==> config.mk <==
export PLATFORM = sky130hd
export DESIGN_NAME = fifo_uart_tx_flat
export DESIGN_NICKNAME = d
export VERILOG_FILES = /design/src/rtl/fifo_uart_tx_if.sv /design/src/rtl/fifo_uart_tx.sv /design/src/flat_wrapper.sv
export SDC_FILE = /design/constraint.sdc
export NUM_CORES = 1
export LEC_CHECK = 0
export CAP_MARGIN = 10
export CORE_ASPECT_RATIO = 0.5
export CORE_UTILIZATION = 52
export CTS_BUF_LIST = sky130_fd_sc_hd__clkbuf_4
export DETAILED_ROUTE_END_ITERATION = 6
export PLACE_DENSITY = 0.85
export SETUP_SLACK_MARGIN = 0.4
export SYNTH_ARGS = -nofsm -noshare
export SYNTH_HDL_FRONTEND = slang
export SYNTH_SLANG_ARGS = --single-unit
==> constraint.sdc <==
create_clock -name r_clk -period 1.7 [get_ports r_clk]
set_clock_uncertainty 0.15 [all_clocks]
set_input_delay 0.34 -clock r_clk [delete_from_list [all_inputs] [get_ports r_clk]]
set_output_delay 0.34 -clock r_clk [all_outputs]
set_load 0.05 [all_outputs]
==> src/rtl/fifo_uart_tx_if.sv <==
// fifo_uart_tx_if: FIFO read-side and serial-line signals of the UART transmitter.
interface fifo_uart_tx_if #(parameter int DATA_W = 8);
  logic              empty;
  logic [DATA_W-1:0] fifo_dout;
  logic              r_en;
  logic              tx;
  logic              busy;
  logic              tx_done;
  modport master (output empty, fifo_dout, input r_en, tx, busy, tx_done);
  modport slave  (input empty, fifo_dout, output r_en, tx, busy, tx_done);
endinterface

==> src/rtl/fifo_uart_tx.sv <==
// fifo_uart_tx: drains an async FIFO read port word by word into 8N1-style UART frames.
module fifo_uart_tx #(
  parameter int DATA_W       = 8,
  parameter int CLKS_PER_BIT = 16
) (
  input logic r_clk,
  input logic r_reset,
  fifo_uart_tx_if.slave bus
);
  localparam int BW = (CLKS_PER_BIT > 1) ? $clog2(CLKS_PER_BIT) : 1;
  localparam int CW = $clog2(DATA_W + 1);
  typedef enum logic [2:0] {IDLE, READ, LATCH, START, DATA, STOP} state_t;
  state_t            state;
  logic [BW-1:0]     baud;
  logic [CW-1:0]     bit_cnt;
  logic [DATA_W-1:0] shift;
  logic [DATA_W-1:0] shift_nx;
  logic              r_en;
  logic              tx;
  logic              busy;
  logic              tx_done;
  logic              baud_last;
  logic              bit_last;
  assign shift_nx  = shift >> 1;
  assign baud_last = baud == BW'(CLKS_PER_BIT - 1);
  assign bit_last  = bit_cnt == CW'(DATA_W - 1);
  // The start bit begins in LATCH (tx dropped at the end of READ), so LATCH is
  // baud slot 0 and START covers the remaining slots; this keeps the idle gap
  // between back-to-back frames at two cycles (IDLE, READ).
  always_ff @(posedge r_clk or posedge r_reset)
    if (r_reset) begin
      state   <= IDLE;
      r_en    <= 1'b0;
      tx      <= 1'b1;
      busy    <= 1'b0;
      tx_done <= 1'b0;
      baud    <= '0;
      bit_cnt <= '0;
      shift   <= '0;
    end else begin
      r_en    <= 1'b0;
      tx_done <= 1'b0;
      case (state)
        IDLE: if (!bus.empty) begin
          r_en  <= 1'b1;
          busy  <= 1'b1;
          state <= READ;
        end
        READ: begin
          tx    <= 1'b0;
          baud  <= '0;
          state <= LATCH;
        end
        LATCH: begin
          shift <= bus.fifo_dout;
          baud  <= BW'(1);
          state <= baud_last ? DATA : START;
          if (baud_last) begin
            baud    <= '0;
            bit_cnt <= '0;
            tx      <= bus.fifo_dout[0];
          end
        end
        START: begin
          baud <= baud_last ? '0 : baud + BW'(1);
          if (baud_last) begin
            bit_cnt <= '0;
            tx      <= shift[0];
            state   <= DATA;
          end
        end
        DATA: begin
          baud <= baud_last ? '0 : baud + BW'(1);
          if (baud_last) begin
            shift   <= shift_nx;
            bit_cnt <= bit_cnt + CW'(1);
            tx      <= bit_last ? 1'b1 : shift_nx[0];
            state   <= bit_last ? STOP : DATA;
          end
        end
        STOP: begin
          baud    <= baud_last ? '0 : baud + BW'(1);
          tx_done <= baud == BW'(CLKS_PER_BIT - 2);
          if (baud_last) begin
            busy  <= 1'b0;
            state <= IDLE;
          end
        end
        default: begin
          busy  <= 1'b0;
          tx    <= 1'b1;
          state <= IDLE;
        end
      endcase
    end
  assign bus.r_en    = r_en;
  assign bus.tx      = tx;
  assign bus.busy    = busy;
  assign bus.tx_done = tx_done;
endmodule
==> src/flat_wrapper.sv <==
// flat-port wrapper written by rule: the top's interface ports become plain ports
module fifo_uart_tx_flat 
#(
  parameter int DATA_W       = 8,
  parameter int CLKS_PER_BIT = 16
)
  (r_clk, r_reset, bus_empty, bus_fifo_dout, bus_r_en, bus_tx, bus_busy, bus_tx_done);
  fifo_uart_tx_if #(.DATA_W(DATA_W)) bus_i ();
  input logic r_clk;
  input logic r_reset;
  input wire logic [$bits(bus_i.empty)-1:0] bus_empty;
  input wire logic [$bits(bus_i.fifo_dout)-1:0] bus_fifo_dout;
  output wire logic [$bits(bus_i.r_en)-1:0] bus_r_en;
  output wire logic [$bits(bus_i.tx)-1:0] bus_tx;
  output wire logic [$bits(bus_i.busy)-1:0] bus_busy;
  output wire logic [$bits(bus_i.tx_done)-1:0] bus_tx_done;
  assign bus_i.empty = bus_empty;
  assign bus_i.fifo_dout = bus_fifo_dout;
  assign bus_r_en = bus_i.r_en;
  assign bus_tx = bus_i.tx;
  assign bus_busy = bus_i.busy;
  assign bus_tx_done = bus_i.tx_done;
  fifo_uart_tx #(.DATA_W(DATA_W), .CLKS_PER_BIT(CLKS_PER_BIT)) u_core (.r_clk(r_clk), .r_reset(r_reset), .bus(bus_i));
endmodule
==> results.cfg, run 1 <==
[run_status]
status = stopped before the end
lastStage = 5_1_grt
error = [ERROR DPL-0033] detailed placement checks failed during check placement.

[synth]
ys_ff_latch = 23
yosysTopAreaCellShare_pct = 39.0
ys_warn_count = 0
synth_fp_nets = 158
syn_inst = 144
synth.lib_cells_used.distinct = 39
yosys.area.top_type = dfrtp_1
yosysSeqAreaShare_pct = 40.8
syn_area_sq_mm = 0.00141
synth_area_leaders = dfrtp_1, mux2_1, a21oi_1
syn_avg_cell_area_sq_um = 9.81

[floorplanning]
initial_core_util_pct = 59.2
pin_count = 15
die_w_um = 75.7
die_h_um = 38.9
fp-row-count = 12

[clock_tree]
clk_path_buf_depth = 2
htreeDepth = 1
cts_num_sinks = 23
ctsHoldBuffers = 0
cts_inserted_buffers = 3
root_buffer = clkbuf_4

[grt]
grt_max_degree = 24
antenna_found_initial = 1

[place]
dpl.hpwl_mm = 2.42
portBuffers = 14
place_congestion = 0.863
dp_slack_ns = -0.0135

[timing]
worst_endpoint_kind = register input
worstEndpointGrtRepair = u_core.state[0]$_DFFE_PP0P_/D
==> cell usage after synthesis <==
cell type and number:
mux2_1 14, a211oi_1 2, buf_2 8, nor2b_4 1, dfrtp_1 22, nand3_1 1
nor2_1 7, nand2_1 17, a31oi_1 2, a21oi_1 13, o2bb2ai_1 3, a2bb2oi_1 1
buf_4 1, a21o_1 2, a221oi_1 1, nor3_4 2, nand4b_1 2, a211o_1 1
o21bai_4 1, nand2b_1 2, a22o_1 1, a32oi_1 1, inv_1 5, nand3_4 1
nor4b_2 1, ha_1 3, nor4_1 4, and3_2 1, nor3b_1 2, o41ai_1 1
and2b_1 2, nor3_1 2, o31ai_1 1, inv_2 1, a32o_1 1, and3_1 1
dfstp_2 1, mux2i_1 1, o21ai_0 11
==> metrics by stage <==
stage	instances	instance area, sq um
4_1_cts	221	2070
3_5_place_dp	201	1810
3_3_place_gp	201	1810
2_1_floorplan	144	1510
==> cells by family after synthesis <==
group | Yosys count | synth area share, %
AND/OR/NAND/NOR | 46 | 20.0
AO/OA/AOI/OAI | 42 | 19.7
flip-flops | 23 | 40.8
buffers and inverters | 15 | 4.96
multiplexers | 15 | 11.9
adder cells (fa/ha/maj) | 3 | 2.66
==> repair_timing <==
item	4_1_cts
pin swaps	8
endpoints found under the setup margin	26
gates cloned	3
buffers inserted	13
resized for setup	26
==> inputs of run 2 (changes only) <==
- CORE_AREA: not set -> 2 2 63 65
- CORE_ASPECT_RATIO: 0.5 -> not set
- CORE_UTILIZATION: 52 -> not set
- CTS_BUF_LIST: sky130_fd_sc_hd__clkbuf_4 -> not set
- DIE_AREA: not set -> 0 0 65 67
- PLACE_DENSITY: 0.85 -> not set
- PLACE_DENSITY_LB_ADDON: not set -> 0.15
- SETUP_SLACK_MARGIN: 0.4 -> not set
- clock period: 1.7 -> 2.2 ns (I/O delays scaled with it)
==> run 2 against run 1 <==
Effect of this change: area after synthesis did not move; the run now ends clean; synthesized cell count unchanged.
==> results.cfg, run 2 <==
[setup_path]
slowest_delay_ns = 0.82
cp_slowest_cell = clkdlybuf4s50_1
cp_num_buf_inv = 1
required_ns = 1.61
cp-start-kind = flop
crit_path_end_kind = primary output
crit_chain = clkdlybuf4s50_1
crit_fanout = 3
crit_type = flop to primary output
worst_ep_arrival_time_ns = 1.46
cp_top_family = buffers and inverters

[cells_and_area]
postLayoutCellArea_sq_mm = 0.00165
mostFrequentLayoutCells = dfrtp_1, nand2_1, mux2_1, a21oi_1, clkdlybuf4s50_1
largest_reg_flops = 8
area.growth.synth_to_final_pct = 17.1
final_common_cell = dfrtp_1
layout-drive-gt1-share_pct = 12.6
reg_top3 = u_core.shift: 8 flops, u_core.baud: 4 flops, u_core.bit_cnt: 4 flops
antennaDiodeCount = 0
finalNetCount = 174
largest-register = u_core.shift

[floorplanning]
pin_count = 15
core-area_sq_mm = 0.00361
fp-row-count = 22
die_h_um = 67
die_area_sq_mm = 0.00436
initial_core_util_pct = 39.2
die_w_um = 65

[grt]
grt_max_degree = 27
grt_pass1_wl_mm = 4.91
grt_usage_pct = 14.8
grt_overflow = 0
antenna_found_initial = 0
grt_pass1_vias = 1052

[synth]
synthArstFlopShare_pct = 100
netlist_top_cells_count = dfrtp_1, nand2_1, mux2_1
yosysSeqAreaShare_pct = 40.8
synth_fp_nets = 158
synth.lib_cells_used.distinct = 39
synth.most_common_cell = dfrtp_1
syn_inst = 144
ys_ff_latch = 23
syn_avg_cell_area_sq_um = 9.81
yosysTopAreaCellShare_pct = 39.0
syn_area_sq_mm = 0.00141
synth-edff-count = 0
yosys.area.top_type = dfrtp_1
synthFlopType = dfrtp_1
ys_warn_count = 0
synth_area_leaders = dfrtp_1, mux2_1, a21oi_1

[place]
portBuffers = 14
dp_slack_ns = 0.301
dpl.hpwl_mm = 2.11
place_area_sq_mm = 0.00161
place_congestion = 0.791

[clock_tree]
cts_tree = done
cts_inserted_buffers = 3
ctsHoldBuffers = 0
clk_latency_ns = 0.26
post-cts-setup-buffer-count = 0
clkTransAtPathRegs_ns = 0.08
cts_num_sinks = 23
cts_resized = 0
root_buffer = clkbuf_8
clk_path_buf_depth = 2
htreeDepth = 1

[timing]
finalSetupTns_ns = 0
slew_violations = 0
worst_pin_slew_ns = 0.496
finalCritPeriodShare_pct = 93.4
final.min_clock_period_ns = 2.05
hold_ws_ns = 0.343
hold_viol_final = 0
fin_ws_ns = 0.146
max_freq_mhz = 487
maxSlewHeadroom_pct = 66.8
grt_setup_unrepaired = no
setup_viol = 0

[hold_path]
hold_path_class = flop to flop

[drt]
drtAntennaViolNets = 0
wl_per_cell_um = 14.3
drc = 0
drt_wl_total_mm = 2.96
drt_iter0_markers = 16
dr_total_vias = 1122
vias_per_cell = 5.42
first_pass_iters = 4

[run_status]
status = finished, final reports clean

[run]
maxCapViolCount = 0

[power_and_ir_drop]
ir_drop_mv = 0.207
pwr_density_cell_mw_per_mm2 = 452
p_leak_nw = 0.724
-- run 2: cell counts after synthesis --
No cell type changed its count.
-- run 2: cells by family after synthesis --
family	after synthesis	share of synthesized area (%)
and+or+nand+nor	46	20.0
DFF	23	40.8
adders and majority gates	3	2.66
muxes	15	11.9
buffers and inverters	15	4.96
AOI/OAI and AO/OA	42	19.7
-- run 2: layout make-up --
type	count	area [sq um]
clock buffer	3	41.3
clock inverter	1	5.00
fill	345	1950
inverter	6	22.5
multi-input combinational	106	766
sequential	23	577
tap	48	60.1
timing repair buffer	20	183
-- run 2: worst reg2reg max path, delay by kind of cell, from the launching register on --
family	cells	cell delay, ns
AO/OA/AOI/OAI	1	0.25
adder cells (fa/ha/maj)	1	0.33
flip-flops	1	0.46
multiplexers	1	0.36
AND/OR/NAND/NOR	2	0.24
-- run 2: worst paths after layout --
check	start	to	slack, ns	cells after the start
max	u_core.bus.busy	bus_busy	0.15	1
min	u_core.shift[5]	u_core.shift[5]	0.34	1
max reg2reg	u_core.baud[0]	u_core.shift[4]	0.31	5
min reg2reg	u_core.shift[5]	u_core.shift[5]	0.34	1
max in group asynchronous	r_reset	u_core.bus.tx	1.26	3
min in group asynchronous	r_reset	u_core.bus.busy	0.36	3
-- run 2: power breakdown --
group | leakage (nW) | internal, W | switching, W
Clock | 0.0255 | 0.000126 | 0.000137
Combinational | 0.408 | 0.0000268 | 0.0000229
Sequential | 0.291 | 0.000431 | 0.00000430
Total | 0.724 | 0.000584 | 0.000164
-- run 2: through the flow --
step | cells | power (W) | utilization (%)
4_1_cts | 207 | 0.000756 | 45.9
5_1_grt | 207 | 0.000779 | 45.9
2_1_floorplan | 144 | 0.000465 | -
3_3_place_gp | 203 | 0.000493 | 44.6
3_5_place_dp | 203 | 0.000494 | 44.6
6_report | 207 | 0.000748 | 45.9
-- run 2: routing by layer --
layer	vias up	GRT usage, %	part of all wire, %
met1	544	17.7	46
met3	5	2.36	3.4
met4	0	5.59	1.4
met5	-	0	0
li1	554	-	-
met2	19	26.4	49
(Power assumes the default switching activity.)
